===== config.mk =====
export PLATFORM = sky130hd
export DESIGN_NAME = bcorrect_queue
export DESIGN_NICKNAME = d
export VERILOG_FILES = /design/src/rtl/bcorrect_queue.sv
export SDC_FILE = /design/constraint.sdc
export NUM_CORES = 1
export LEC_CHECK = 0
export ABC_CLOCK_PERIOD_IN_PS = 9500
export CORE_AREA = 10 10 146 148
export CTS_CLUSTER_SIZE = 20
export DETAILED_ROUTE_END_ITERATION = 10
export DIE_AREA = 0 0 156 158
export PLACE_DENSITY = 0.63
export SYNTH_ARGS = -nofsm -noshare
export SYNTH_HDL_FRONTEND = slang
export SYNTH_SLANG_ARGS = --single-unit

===== constraint.sdc =====
create_clock -name clk -period 9.5 [get_ports clk]
set_input_delay 1.9 -clock clk [delete_from_list [all_inputs] [get_ports clk]]
set_output_delay 1.9 -clock clk [all_outputs]
set_load 0.005 [all_outputs]

===== src/rtl/bcorrect_queue.sv =====
// Branch-correction FIFO: queues resolution packets and hands them one at a time to the
// backend with a drive/free handshake. Define BCORRECT_QUEUE_STATS_EN for sent/drop counters.
module bcorrect_queue #(
    parameter int DEPTH   = 4,
    parameter int TIMEOUT = 64
) (
    input  logic        clk,
    input  logic        rst,
    input  logic        i_push,
    input  logic        i_flushOnly,
    input  logic [2:0]  i_errPos_3,
    input  logic [2:0]  i_counter_3,
    input  logic [31:0] i_correctPc_32,
    input  logic        i_flush,
    input  logic        i_free_from_back,
    output logic        o_ready,
    output logic        o_drive_to_back,
    output logic [41:0] o_data_42,
    output logic        o_overflow,
    output logic        o_protoErr,
    output logic        o_timeout
`ifdef BCORRECT_QUEUE_STATS_EN
   ,output logic [15:0] o_sentCount_16,
    output logic [7:0]  o_dropCount_8
`endif
);

    localparam int PTR_W = $clog2(DEPTH);
    localparam int CNT_W = PTR_W + 1;
    localparam int WD_W  = $clog2(TIMEOUT + 1);

    localparam logic [PTR_W-1:0] PTR_ONE  = PTR_W'(1);
    localparam logic [CNT_W-1:0] CNT_ZERO = CNT_W'(0);
    localparam logic [CNT_W-1:0] CNT_FULL = CNT_W'(DEPTH);
    localparam logic [WD_W-1:0]  WD_ZERO  = WD_W'(0);
    localparam logic [WD_W-1:0]  WD_ONE   = WD_W'(1);
    localparam logic [WD_W-1:0]  WD_LIMIT = WD_W'(TIMEOUT);

    typedef enum logic [1:0] {
        ST_IDLE = 2'd0,
        ST_SEND = 2'd1,
        ST_WAIT = 2'd2
    } state_t;

    state_t           state_r;
    state_t           state_nx_s;
    logic [41:0]      mem_r [DEPTH];
    logic [PTR_W-1:0] rd_ptr_r;
    logic [PTR_W-1:0] wr_ptr_r;
    logic [CNT_W-1:0] cnt_r;
    logic [WD_W-1:0]  wd_r;
    logic [41:0]      data_r;
    logic             drive_r;
    logic             ovf_r;
    logic             perr_r;
    logic             tmo_r;

    logic [41:0]      pkt_s;
    logic             ready_s;
    logic             push_ok_s;
    logic             drop_s;
    logic             pop_s;
    logic             keep_s;
    logic             perr_set_s;
    logic             tmo_set_s;
    logic [PTR_W-1:0] rd_nx_s;
    logic [PTR_W-1:0] wr_base_s;
    logic [PTR_W-1:0] wr_nx_s;
    logic [CNT_W-1:0] cnt_base_s;
    logic [CNT_W-1:0] cnt_nx_s;
    logic [WD_W-1:0]  wd_nx_s;

    // Queue bookkeeping: accept/drop, pop on free, and flush that may spare the in-flight head
    always_comb begin
        pkt_s      = {i_flushOnly, i_errPos_3, i_counter_3, 3'b000, i_correctPc_32};
        ready_s    = (cnt_r != CNT_FULL);
        push_ok_s  = i_push & ready_s;
        drop_s     = i_push & ~ready_s;
        pop_s      = (state_r == ST_WAIT) & i_free_from_back;
        perr_set_s = i_free_from_back & (state_r != ST_WAIT);
        // The head survives a flush only while it is owned by the backend and not being freed
        keep_s     = (state_r != ST_IDLE) & ~pop_s;
        if (pop_s) begin
            rd_nx_s = rd_ptr_r + PTR_ONE;
        end else begin
            rd_nx_s = rd_ptr_r;
        end
        if (i_flush) begin
            wr_base_s  = rd_nx_s + PTR_W'(keep_s);
            cnt_base_s = CNT_W'(keep_s);
        end else begin
            wr_base_s  = wr_ptr_r;
            cnt_base_s = cnt_r - CNT_W'(pop_s);
        end
        if (push_ok_s) begin
            wr_nx_s = wr_base_s + PTR_ONE;
        end else begin
            wr_nx_s = wr_base_s;
        end
        cnt_nx_s = cnt_base_s + CNT_W'(push_ok_s);
    end

    // Handshake next-state: a flush in IDLE cancels the send it would otherwise start
    always_comb begin
        state_nx_s = state_r;
        case (state_r)
            ST_IDLE: begin
                if ((cnt_r != CNT_ZERO) && !i_flush) begin
                    state_nx_s = ST_SEND;
                end else begin
                    state_nx_s = ST_IDLE;
                end
            end
            ST_SEND: state_nx_s = ST_WAIT;
            ST_WAIT: begin
                if (i_free_from_back) begin
                    state_nx_s = ST_IDLE;
                end else begin
                    state_nx_s = ST_WAIT;
                end
            end
            default: state_nx_s = ST_IDLE;
        endcase
    end

    // Watchdog: saturating count of cycles spent waiting for the free
    always_comb begin
        if ((state_r == ST_WAIT) && !i_free_from_back) begin
            if (wd_r != WD_LIMIT) begin
                wd_nx_s = wd_r + WD_ONE;
            end else begin
                wd_nx_s = wd_r;
            end
        end else begin
            wd_nx_s = WD_ZERO;
        end
        tmo_set_s = (wd_nx_s == WD_LIMIT);
    end

    // FSM state register
    always_ff @(posedge clk) begin
        if (!rst) begin
            state_r <= ST_IDLE;
        end else begin
            state_r <= state_nx_s;
        end
    end

    // Packet storage; contents need no reset because occupancy governs visibility
    always_ff @(posedge clk) begin
        if (rst && push_ok_s) begin
            mem_r[wr_base_s] <= pkt_s;
        end
    end

    // Pointers, occupancy, registered outputs and sticky error flags
    always_ff @(posedge clk) begin
        if (!rst) begin
            rd_ptr_r <= {PTR_W{1'b0}};
            wr_ptr_r <= {PTR_W{1'b0}};
            cnt_r    <= CNT_ZERO;
            wd_r     <= WD_ZERO;
            data_r   <= 42'd0;
            drive_r  <= 1'b0;
            ovf_r    <= 1'b0;
            perr_r   <= 1'b0;
            tmo_r    <= 1'b0;
        end else begin
            rd_ptr_r <= rd_nx_s;
            wr_ptr_r <= wr_nx_s;
            cnt_r    <= cnt_nx_s;
            wd_r     <= wd_nx_s;
            drive_r  <= (state_nx_s == ST_SEND);
            ovf_r    <= ovf_r | drop_s;
            perr_r   <= perr_r | perr_set_s;
            tmo_r    <= tmo_r | tmo_set_s;
            // Latch the head on entry to SEND so it stays stable until the free
            if ((state_r == ST_IDLE) && (state_nx_s == ST_SEND)) begin
                data_r <= mem_r[rd_ptr_r];
            end
        end
    end

    assign o_ready         = ready_s;
    assign o_drive_to_back = drive_r;
    assign o_data_42       = data_r;
    assign o_overflow      = ovf_r;
    assign o_protoErr      = perr_r;
    assign o_timeout       = tmo_r;

`ifdef BCORRECT_QUEUE_STATS_EN
    logic [15:0] sent_cnt_r;
    logic [7:0]  drop_cnt_r;

    // Statistics: wrapping count of accepted frees, saturating count of dropped pushes
    always_ff @(posedge clk) begin
        if (!rst) begin
            sent_cnt_r <= 16'd0;
            drop_cnt_r <= 8'd0;
        end else begin
            if (pop_s) begin
                sent_cnt_r <= sent_cnt_r + 16'd1;
            end
            if (drop_s && (drop_cnt_r != 8'hFF)) begin
                drop_cnt_r <= drop_cnt_r + 8'd1;
            end
        end
    end

    assign o_sentCount_16 = sent_cnt_r;
    assign o_dropCount_8  = drop_cnt_r;
`endif

endmodule


---- After elaboration in Yosys (flattened, before gate mapping) ----
Memories as Yosys holds them, arrays and structs flattened. A register that Yosys moved wholly into a read port is not among the register bits.
Index checks and enable logic that the tools add are counted.
operators by class
  $add $sub $neg .......................... 6
  $mul .................................... 0
  div/mod/pow operators ................... 0
  $lt $le $gt $ge ......................... 0
  eq/ne operators ......................... 7
  shift-type cells ........................ 0
  muxes and demuxes ....................... 11
  bitwise gates (word level) .............. 10
  reductions and logical operators ........ 10
operators with widths
  operator               count
  $mux W7                2
  $mux W2                4
  $add A7 B1 Y7 const B  1
  $eq A7 B7 Y1 const B   1
  $ne A7 B7 Y1 const B   1
  $pmux W2 S3            1
  $and A1 B1 Y1          5
  $add A2 B1 Y2 const B  2
  $eq A2 B1 Y1 const B   2
  $logic_and A1 B1 Y1    4
  $add A3 B1 Y3          1
  $logic_not A1 Y1       3
  $mux W1                3
  $mux W3                1
  $ne A3 B3 Y1 const B   1
  $or A1 B1 Y1           3
  $reduce_bool A3 Y1     1
  $sub A3 B1 Y3          1
  $add A2 B1 Y2          1
  $eq A2 B2 Y1 const B   1
  $logic_not A2 Y1       1
  $ne A2 B2 Y1 const B   1
  $not A1 Y1             2
  $reduce_bool A2 Y1     1
storage, ports and cells
  register bits after elaboration ......... 62
  latch bits .............................. 0
  RAM bits ................................ 156
  memory bits (read-only) ................. 0
  input port bits ......................... 44
  output and inout port bits .............. 47
  logic and storage cells ................. 55
  memories ................................ 1
memories
  name   words  width  read ports  clocked after Yosys merged registers in  wr ports  RTL line  RTL
  mem_r  4      39     1           1                                        1         47        logic [41:0] mem_r [DEPTH];

---- Depth between registers and ports, before layout ----
Gate-level depths: netlist (run 1).
  word-level depth ........................ 8
  depth in mapped cells ................... 8
  depth with buffers taken out ............ 8

---- Least setup slack after synthesis (run 1) ----
OpenSTA, ideal clock, no wires.
  kind .................................... input to register
  from .................................... input port i_free_from_back
  to ...................................... memory mem_r[3][0] (netlist bit) (enable)
  setup time .............................. 440 ps
  data arrival time ....................... 4756 ps
  data required time ...................... 9060 ps
  setup slack ............................. 4305 ps
  stages on the path ...................... 6
  path buffers ............................ 0
  cells stage by stage .................... and2_1 -> xor2_1 -> ha_1 -> xnor3_1 -> mux2i_4 -> nor2b_1
between the ends
  elaborated cells between the ends (all ways) .. 6
RTL lines
  element         RTL line  RTL
  from (decl)     15        input logic i_free_from_back,
  $and A1 B1 Y1   79        pop_s = (state_r == ST_WAIT) & i_free_from_back;
  $mux W2         83        if (pop_s) begin
  net rd_nx_s[0]  66        logic [PTR_W-1:0] rd_nx_s;
  $add A2 B1 Y2   89        wr_base_s = rd_nx_s + PTR_W'(keep_s);
  $mux W2         88        if (i_flush) begin
  to (decl)       47
The timed path passes the listed nets, and every way through them passes these cells.

---- Worst setup path after layout (run 1) ----
  from .................................... input port i_free_from_back
  to ...................................... memory mem_r[2][18] (netlist bit) (enable)
The elaborated chain is that of the path after synthesis.

==> flow_summary.ini, run 1 <==
[clock_tree]
ctsHoldBuffers = 0
ctsResizeCount = 0
cts.reportedPaths.clkPinSlew_ns = 0.06
max-clock-path-buffers = 3
cts.root.buffer_cell = sky130_fd_sc_hd__clkbuf_16
clock_sinks = 215
clock_latency_ns = 0.50
cts_setup_buffers = 0
htreeDepth = 1
cts_made_buffers = 23
cts_tree = built

[detailed_routing]
routed_vias_inst = 5.197
drt_first_iter_violations = 244
route.detailed.wl_per_inst_um = 18.89
via_count = 4371
drt-total-wl_um = 15890
detail-route-antenna-nets = 0
remaining_drc_errors = 0
detailedRoute.firstPassIterationCount = 4

[power_and_ir_drop]
seq_power_share = 0.509
internal-power_uw = 1649
switching_power_uw = 416.1
max-vdd-ir-drop_mv = 0.1171
power_per_cell_area_nw_per_um2 = 207.8
netSwitchingFraction = 0.2015
comb_power_share = 0.059
power.static_leakage_uw = 0.003210
pwr-share-clk = 0.432

[worst_setup_path]
worst_r2r_startpoint = rd_ptr_r[0]
crit_path_start_kind = input port
depth_of_the_worst_register_to_register_path = 6
timing_worst_setup_path_type = in -> reg
startpoint = i_free_from_back
timing.critical_path.slowest_stage_cell = sky130_fd_sc_hd__clkdlybuf4s50_1
timing.critical_path.cells = clkdlybuf4s50_1, and2_1, xor2_1, ha_1, xnor3_1, mux2i_4, nor2b_4, buf_4
timing.critical_path.fanout_max = 39
crit_path_max_incr_delay_ns = 0.51
critPathCapture = mem_r[2][18]
cp_data_arrival_time_ns = 4.36
reg2reg_to = mem_r[2][18]
timing.critical_path.to_type = flip-flop
setup.reg_to_reg.worst_slack_ns = 6.40
worstPathRequired_ns = 9.62

[floorplan]
die-height_um = 158
fp.dieW_um = 156
start_util = 0.4395
core_um2 = 18460
floorplan.rows = 50
die_area_um2 = 24650
ios = 91

[placed_design]
count_of_buffers_from_port_buffering = 87
detailedPlacementHpwl_um = 9592
number_of_placed_instances_taps_included = 800
routabilityCongestion = 0.8073

[timing]
finalHoldViolCount = 0
min_period_ns = 4.243
unrepaired_setup_endpoints_after_global_routing = no
finalSetupViolations = 0
slew_headroom = 0.2595
fin_tns_setup_ns = 0
fmaxAchievable_ghz = 0.2357
worst_clock_skew_ns = 0.01534
finalHoldWorstSlack_ns = 0.4521
final-max-slew-violation-count = 0
timing_worst_slew_pin_value_ns = 1.111
post-route-period-util = 0.4466

[worst_hold_path]
hold-path-cell-count = 2
hold_class = reg -> reg

[final_layout]
design.final.nets = 642
area_growth_syn_to_layout_pct = 22.51
post_route_cells_drive_above_1_share = 0.1565
n_antenna_cell = 0
final.fill_count = 1491
commonest_non_fill_non_tap_cell_in_the_layout = sky130_fd_sc_hd__edfxtp_1
instances_no_fill = 841
highest_count_cells_in_the_layout_ignoring_fill_and_taps = sky130_fd_sc_hd__edfxtp_1 (156), sky130_fd_sc_hd__clkdlybuf4s50_1 (87), sky130_fd_sc_hd__nand2_1 (81)

[synthesis]
syn_std_cell_area_um2 = 8112
synth.avg_cell_area_um2 = 16.19
syn-instance-count = 501
synth.ff_latch_count = 215
yosysWarnings = 0
netlist-cell-type-count = 42
synth_sequential_area_ratio = 0.7231

[global_routing]
wire_length_of_the_first_global_routing_pass_um = 25190
grt_pass1_vias = 4627
number_of_antenna_violations_at_the_first_check_in_global_routing = 0
globalRouteTotalUtil = 0.1301
global_route_congestion_overflow_total = 0
grt_max_degree = 47

[outcome]
outcome = completed

[job]
drv.max_cap_violation_count = 0
power groups by stage:
stage | sequential [uW] | clock, uW | combinational [uW]
after global placement | 1070 | 0 | 122
after detailed placement | 1070 | 0 | 125
after CTS | 1050 | 916 | 125
final | 1050 | 892 | 122
after global routing | 1050 | 956 | 134
after floorplan | 1070 | 0 | 62.5
kinds of logic after synthesis:
group / after synthesis / share of synthesized area
muxes: 43 / 0.1148
other: 1 / 0.0004623
AOI/OAI and AO/OA: 57 / 0.03748
adders and majority gates: 7 / 0.01080
DFF: 215 / 0.7231
xor gates and xnor gates: 8 / 0.01033
and+or+nand+nor: 130 / 0.07419
buffers and inverters: 40 / 0.02884
synth_stat cells (all sizes together):
cell type | count | area (um^2)
a211oi | 2 | 15.01
a21o | 1 | 7.510
a21oi | 46 | 230.2
a31oi | 1 | 6.260
and2 | 4 | 25.02
and3b | 1 | 8.760
and4b | 1 | 10.01
buf | 23 | 170.2
clkbuf | 6 | 22.52
conb | 1 | 3.750
dfxtp | 59 | 1181
edfxtp | 156 | 4684
ha | 7 | 87.58
inv | 11 | 41.29
mux2i | 4 | 52.55
mux4 | 39 | 878.3
nand2 | 82 | 310.3
nand2b | 1 | 6.260
nand3 | 7 | 35.03
nand3b | 1 | 7.510
nor2 | 14 | 60.06
nor2b | 4 | 25.02
nor3 | 5 | 25.02
nor3b | 2 | 20.02
nor4 | 2 | 25.02
o21a | 1 | 7.510
o21ai | 5 | 25.02
o31ai | 1 | 12.51
or3 | 5 | 36.28
or4 | 1 | 7.510
xnor2 | 4 | 35.03
xnor3 | 1 | 22.52
xor2 | 3 | 26.28
stage by stage:
step                setup slack (ns)  utilization  total power [uW]  cell area [um^2]
CTS                            5.244       0.5384              2092              9937
finish                         5.257       0.5384              2065              9937
detailed placement             4.762       0.4970              1196              9173
floorplan                      4.305            -              1131              8119
global route                   5.159       0.5384              2144              9937
global placement               4.839       0.4970              1192              9173
final cells by class:
cell class | count | area, um^2 | share of cell area
sequential | 215 | 5871 | 0.5908
inverter | 11 | 41.29 | 0.004155
tap | 234 | 292.8 | 0.02946
clock inverter | 9 | 125.1 | 0.01259
clock buffer | 32 | 639.4 | 0.06434
multi-input combinational | 248 | 2059 | 0.2073
timing repair buffer | 92 | 908.4 | 0.09141
sequential cells by signal, summed over array words and instances, names as in the netlist, 2 cells and up:
name,cells
mem_r,156
o_data_42,39
wd_r,7
cnt_r,3
rd_ptr_r,2
state_r,2
wr_ptr_r,2
worst max-delay path: cells and delay by family:
family | cells | cell delay, ns
buffers and inverters | 2 | 1.00
xor gates and xnor gates | 2 | 0.55
adders and majority gates | 1 | 0.20
muxes | 1 | 0.30
and+or+nand+nor | 2 | 0.39
worst min-delay path by stage:
stage / from / to
after CTS: o_data_42[20] / o_data_42[20]
after detailed placement: o_data_42[20] / o_data_42[20]
after floorplan: o_data_42[0] / o_data_42[0]
after global routing: o_data_42[11] / o_data_42[11]
after global placement: o_data_42[10] / o_data_42[10]
final: o_data_42[8] / o_data_42[8]
metal layers:
metal | GRT usage | part of all wire | vias to the layer above | routed length [um]
li1 | - | - | 2049 | -
met1 | 0.1591 | 0.41 | 2192 | 6586
met2 | 0.2246 | 0.51 | 105 | 8141
met3 | 0.02904 | 0.058 | 25 | 921
met4 | 0.04137 | 0.015 | 0 | 239
met5 | 0 | 0 | - | 0
Note: power is estimated with default switching activity, not from simulation.
==> run 2, diff against run 1 <==
--- a/config.mk
+++ b/config.mk
@@ -5,7 +5,7 @@
 export SDC_FILE = /design/constraint.sdc
 export NUM_CORES = 1
 export LEC_CHECK = 0
-export ABC_CLOCK_PERIOD_IN_PS = 9500
+export ABC_CLOCK_PERIOD_IN_PS = 4110
 export CORE_AREA = 10 10 146 148
 export CTS_CLUSTER_SIZE = 20
 export DETAILED_ROUTE_END_ITERATION = 10
==> constraint.sdc (replaced) <==
create_clock -name clk -period 4.11 [get_ports clk]
set_input_delay 0.822 -clock clk [delete_from_list [all_inputs] [get_ports clk]]
set_output_delay 0.822 -clock clk [all_outputs]
set_load 0.005 [all_outputs]
==> flow_summary.ini, run 2 (synthesis gave the netlist of run 1 again) <==
[outcome]
outcome = completed

[timing]
worst_clock_skew_ns = 0.01469
setup_slack_ns = 1.217
final-max-slew-violation-count = 0
fin_tns_setup_ns = 0
min_period_ns = 2.893
slew_headroom = 0.4184
unrepaired_setup_endpoints_after_global_routing = no
post-route-period-util = 0.7038
finalSetupViolations = 0
finalHoldViolCount = 0
timing_worst_slew_pin_value_ns = 0.8712
fmaxAchievable_ghz = 0.3457

[detailed_routing]
drt_first_iter_violations = 259
routed-wl-met3_um = 673
detailedRoute.firstPassIterationCount = 4
wl_met2_um = 7950
remaining_drc_errors = 0
top_layer = met4
route.detailed.wl_per_inst_um = 18.79
drt-total-wl_um = 15910
detail-route-antenna-nets = 0
routed_vias_inst = 5.158
drt-met1-wl_um = 6986
via_count = 4369

[clock_tree]
cts_setup_buffers = 0
ctsHoldBuffers = 0
ctsResizeCount = 0
cts.root.buffer_cell = sky130_fd_sc_hd__clkbuf_16
cts_made_buffers = 24
max-clock-path-buffers = 3
clock_sinks = 215
clock_latency_ns = 0.51
cts_tree = built
cts.reportedPaths.clkPinSlew_ns = 0.06
htreeDepth = 1

[worst_setup_path]
timing.critical_path.slowest_stage_cell = sky130_fd_sc_hd__clkdlybuf4s50_1
crit_path_max_incr_delay_ns = 0.51
timing.critical_path.fanout_max = 21
cp_data_arrival_time_ns = 3.10
timing.critical_path.cells = clkdlybuf4s50_1, and2_1, xor2_1, ha_1, mux2i_1, nand3_1, nor2_4, buf_12
timing.critical_path.to_type = flip-flop
timing_worst_setup_path_type = in -> reg
worstPathRequired_ns = 4.31
worst_r2r_startpoint = state_r[1]
crit_path_start_kind = input port
startpoint = i_free_from_back

[final_layout]
area_growth_syn_to_layout_pct = 23.40
commonest_non_fill_non_tap_cell_in_the_layout = sky130_fd_sc_hd__edfxtp_1
registers.top_by_ff_count = mem_r
post_route_cells_drive_above_1_share = 0.1566
max_reg_flops = 156
highest_count_cells_in_the_layout_ignoring_fill_and_taps = sky130_fd_sc_hd__edfxtp_1 (156), sky130_fd_sc_hd__clkdlybuf4s50_1 (87), sky130_fd_sc_hd__nand2_1 (81)
n_antenna_cell = 0
design.final.nets = 646

[floorplan]
die_area_um2 = 24650
ios = 91
core_um2 = 18460
die-height_um = 158
fp.dieW_um = 156
start_util = 0.4395
floorplan.rows = 50

[power_and_ir_drop]
power_per_cell_area_nw_per_um2 = 474.5
power.static_leakage_uw = 0.003242
max-vdd-ir-drop_mv = 0.4675

[global_routing]
global_route_congestion_overflow_total = 0
globalRouteTotalUtil = 0.1297
grt_pass1_vias = 4660
grt_max_degree = 47
number_of_antenna_violations_at_the_first_check_in_global_routing = 0
wire_length_of_the_first_global_routing_pass_um = 25240

[placed_design]
preCtsSetupSlack_ns = 0.7020
detailedPlacementHpwl_um = 9536
routabilityCongestion = 0.8153
count_of_buffers_from_port_buffering = 87

[job]
drv.max_cap_violation_count = 0

[worst_hold_path]
hold_class = reg -> reg
min-delay-start = o_data_42[14]
[run 2: path summary, 6_finish.rpt]
kind | end | slack, ns | cells after the start
min reg2reg | o_data_42[14] | 0.45 | 2
max | mem_r[0][38] | 1.22 | 8
max reg2reg | mem_r[0][38] | 1.30 | 8
min | o_data_42[14] | 0.45 | 2
[run 2: layer usage]
metal,GRT usage,up-vias
met5,0,-
met4,0.04676,0
met3,0.02714,18
met2,0.2199,82
met1,0.1610,2211
li1,-,2058
[run 2: layout make-up]
type,instances,area [um^2]
Fill cell,1468,8446
Tap cell,234,292.8
Clock buffer,35,681.9
Sequential cell,215,5871
Timing Repair Buffer,95,980.9
Multi-Input combinational cell,248,2059
Clock inverter,9,82.58
Inverter,11,41.29
[run 2: through the flow]
stage	hold WS, ns	std cells	power (uW)	cell area, um^2	utilization
3_5_place_dp	0.4455	803	2768	9245	0.5009
5_1_grt	0.4662	847	4924	10010	0.5424
6_report	0.4523	847	4749	10010	0.5424
4_1_cts	0.4536	847	4814	10010	0.5424
2_1_floorplan	0.4527	503	2614	8124	-
3_3_place_gp	0.4431	803	2761	9245	0.5009
[run 2: report_power, final]
group / switching (uW) / internal (uW)
clock network: 818 / 1220
logic: 147 / 145
registers: 25.1 / 2400
[run 2: critical path, delay by kind of cell]
kind / cells / cell delay (ns)
XOR/XNOR: 1 / 0.20
adder cells (fa/ha/maj): 1 / 0.26
buffers and inverters: 2 / 0.75
multiplexers: 1 / 0.21
AND/OR/NAND/NOR: 3 / 0.83
==> run 3, diff against run 2 <==
--- a/config.mk
+++ b/config.mk
@@ -5,7 +5,7 @@
 export SDC_FILE = /design/constraint.sdc
 export NUM_CORES = 1
 export LEC_CHECK = 0
-export ABC_CLOCK_PERIOD_IN_PS = 4110
+export ABC_CLOCK_PERIOD_IN_PS = 2800
 export CORE_AREA = 10 10 146 148
 export CTS_CLUSTER_SIZE = 20
 export DETAILED_ROUTE_END_ITERATION = 10
==> constraint.sdc (replaced) <==
create_clock -name clk -period 2.8 [get_ports clk]
set_input_delay 0.56 -clock clk [delete_from_list [all_inputs] [get_ports clk]]
set_output_delay 0.56 -clock clk [all_outputs]
set_load 0.005 [all_outputs]
==> flow_summary.ini, run 3 (synthesis gave the netlist of run 1 again) <==
[final_layout]
post_route_cells_drive_above_1_share = 0.1766
final.fill_count = 1456
area_growth_syn_to_layout_pct = 26.21
final-seq-area_um2 = 5871
commonest_non_fill_non_tap_cell_in_the_layout = sky130_fd_sc_hd__edfxtp_1
n_antenna_cell = 0
design.final.nets = 658
registers.top_by_ff_count = mem_r
highest_count_cells_in_the_layout_ignoring_fill_and_taps = sky130_fd_sc_hd__edfxtp_1 (156), sky130_fd_sc_hd__clkdlybuf4s50_1 (87), sky130_fd_sc_hd__nand2_1 (81)
final_core_occ = 0.5547
max_reg_flops = 156
multi_input_comb_area_um2 = 2059

[worst_hold_path]
hold_class = reg -> reg
min-delay-start = o_data_42[11]
hold-path-cell-count = 2
hold-path-endpoint = o_data_42[11]

[clock_tree]
clock_sinks = 215
clock_latency_ns = 0.49
cts_tree = built
cts_setup_buffers = 0
htreeDepth = 1
cts.reportedPaths.clkPinSlew_ns = 0.06
ctsHoldBuffers = 0
max-clock-path-buffers = 3
ctsResizeCount = 0
cts_made_buffers = 23
cts.root.buffer_cell = sky130_fd_sc_hd__clkbuf_16

[power_and_ir_drop]
max-vdd-ir-drop_mv = 0.4640
netSwitchingFraction = 0.1952
pwr-share-clk = 0.445
seq_power_share = 0.492
comb_power_share = 0.063
totalPowerFinal_uw = 7235
power.static_leakage_uw = 0.003348
power_per_cell_area_nw_per_um2 = 706.7
switching_power_uw = 1412
internal-power_uw = 5823

[worst_setup_path]
setup.reg_to_reg.worst_slack_ns = 0.17
timing.critical_path.buf_inv = 1
worstPathRequired_ns = 3.00
timing.critical_path.slowest_stage_cell = sky130_fd_sc_hd__dfxtp_1
crit_path_start_kind = flip-flop
reg2reg_to = mem_r[2][27]
timing.critical_path.to_type = flip-flop
worst_r2r_startpoint = state_r[1]
cp_data_arrival_time_ns = 2.83
timing.critical_path.fanout_max = 22
worst_path_dominant_cell_family = simple AND/OR/NAND/NOR gates
timing_worst_setup_path_type = reg -> reg
crit_path_max_incr_delay_ns = 0.45
depth_of_the_worst_register_to_register_path = 8
timing.critical_path.cells = nor2b_1, and2_1, xor2_1, ha_1, xnor3_1, mux2i_4, nor2b_4, buf_12
startpoint = state_r[1]

[detailed_routing]
drt_first_iter_violations = 279
remaining_drc_errors = 0
detailedRoute.firstPassIterationCount = 4
routed_vias_inst = 5.175
via_count = 4435
drt-total-wl_um = 16000
route.detailed.wl_per_inst_um = 18.67
detail-route-antenna-nets = 0

[timing]
post-route-period-util = 0.9399
worst_clock_skew_ns = 0.006590
fin_tns_setup_ns = 0
fmaxAchievable_ghz = 0.3800
finalHoldViolCount = 0
min_period_ns = 2.632
slew_headroom = 0.4671
timing_worst_slew_pin_value_ns = 0.7993
finalSetupViolations = 0
unrepaired_setup_endpoints_after_global_routing = no
final-max-slew-violation-count = 0

[floorplan]
die-height_um = 158
die_area_um2 = 24650
start_util = 0.4395
floorplan.rows = 50
core_um2 = 18460
ios = 91
fp.dieW_um = 156

[global_routing]
grt_pass1_vias = 4605
wire_length_of_the_first_global_routing_pass_um = 25700
globalRouteTotalUtil = 0.1311
global_route_congestion_overflow_total = 0
number_of_antenna_violations_at_the_first_check_in_global_routing = 0
grt_max_degree = 41

[outcome]
outcome = completed

[job]
drv.max_cap_violation_count = 0

[placed_design]
count_of_buffers_from_port_buffering = 87
detailedPlacementHpwl_um = 10300
routabilityCongestion = 0.7663
[run 3: how the worst max path moves through the flow]
stage,depth (start not counted),endpoint
global route,8,mem_r[2][31]
detailed placement,9,mem_r[2][32]
global placement,9,mem_r[2][20]
finish,8,mem_r[2][27]
CTS,8,mem_r[2][31]
floorplan,7,mem_r[3][0]
[run 3: per-layer routing]
| metal | track usage | vias to the layer above | wire [um] |
|---|---|---|---|
| met3 | 0.03094 | 15 | 978 |
| li1 | - | 2082 | - |
| met5 | 0 | - | 0 |
| met1 | 0.1673 | 2239 | 6852 |
| met4 | 0.03552 | 0 | 166 |
| met2 | 0.2199 | 99 | 7999 |
[run 3: final cells by class]
type	count	share of cell area
clock buffers	31	0.06307
clock inverters	10	0.01699
inverters	11	0.004033
multi-input cells	248	0.2012
flip-flops and latches	215	0.5735
well taps	234	0.02860
repair buffers	108	0.1127
[run 3: power by group through the flow]
| stage | Combinational, uW | Clock (uW) | Sequential, uW |
|---|---|---|---|
| 5_1_grt | 506 | 3440 | 3560 |
| 2_1_floorplan | 213 | 0 | 3620 |
| 4_1_cts | 471 | 3300 | 3560 |
| 6_report | 458 | 3220 | 3560 |
| 3_3_place_gp | 462 | 0 | 3620 |
| 3_5_place_dp | 468 | 0 | 3620 |
[run 3: worst min-delay path, cell delays in order (launching register included)]
cell                      delay, ns
sky130_fd_sc_hd__dfxtp_1       0.30
sky130_fd_sc_hd__nand2_1       0.05
sky130_fd_sc_hd__a21oi_1       0.05
[run 3: metrics by stage]
| stage | area [um^2] | hold WS [ns] | instances | setup WS [ns] |
|---|---|---|---|---|
| final | 10240 | 0.4517 | 857 | 0.1682 |
| after floorplan | 8129 | 0.4527 | 503 | -0.3949 |
| after global routing | 10240 | 0.4634 | 857 | 0.04476 |
| after CTS | 10240 | 0.4531 | 857 | 0.1674 |
| after global placement | 9418 | 0.4423 | 816 | -0.1107 |
| after detailed placement | 9418 | 0.4453 | 816 | -0.1643 |
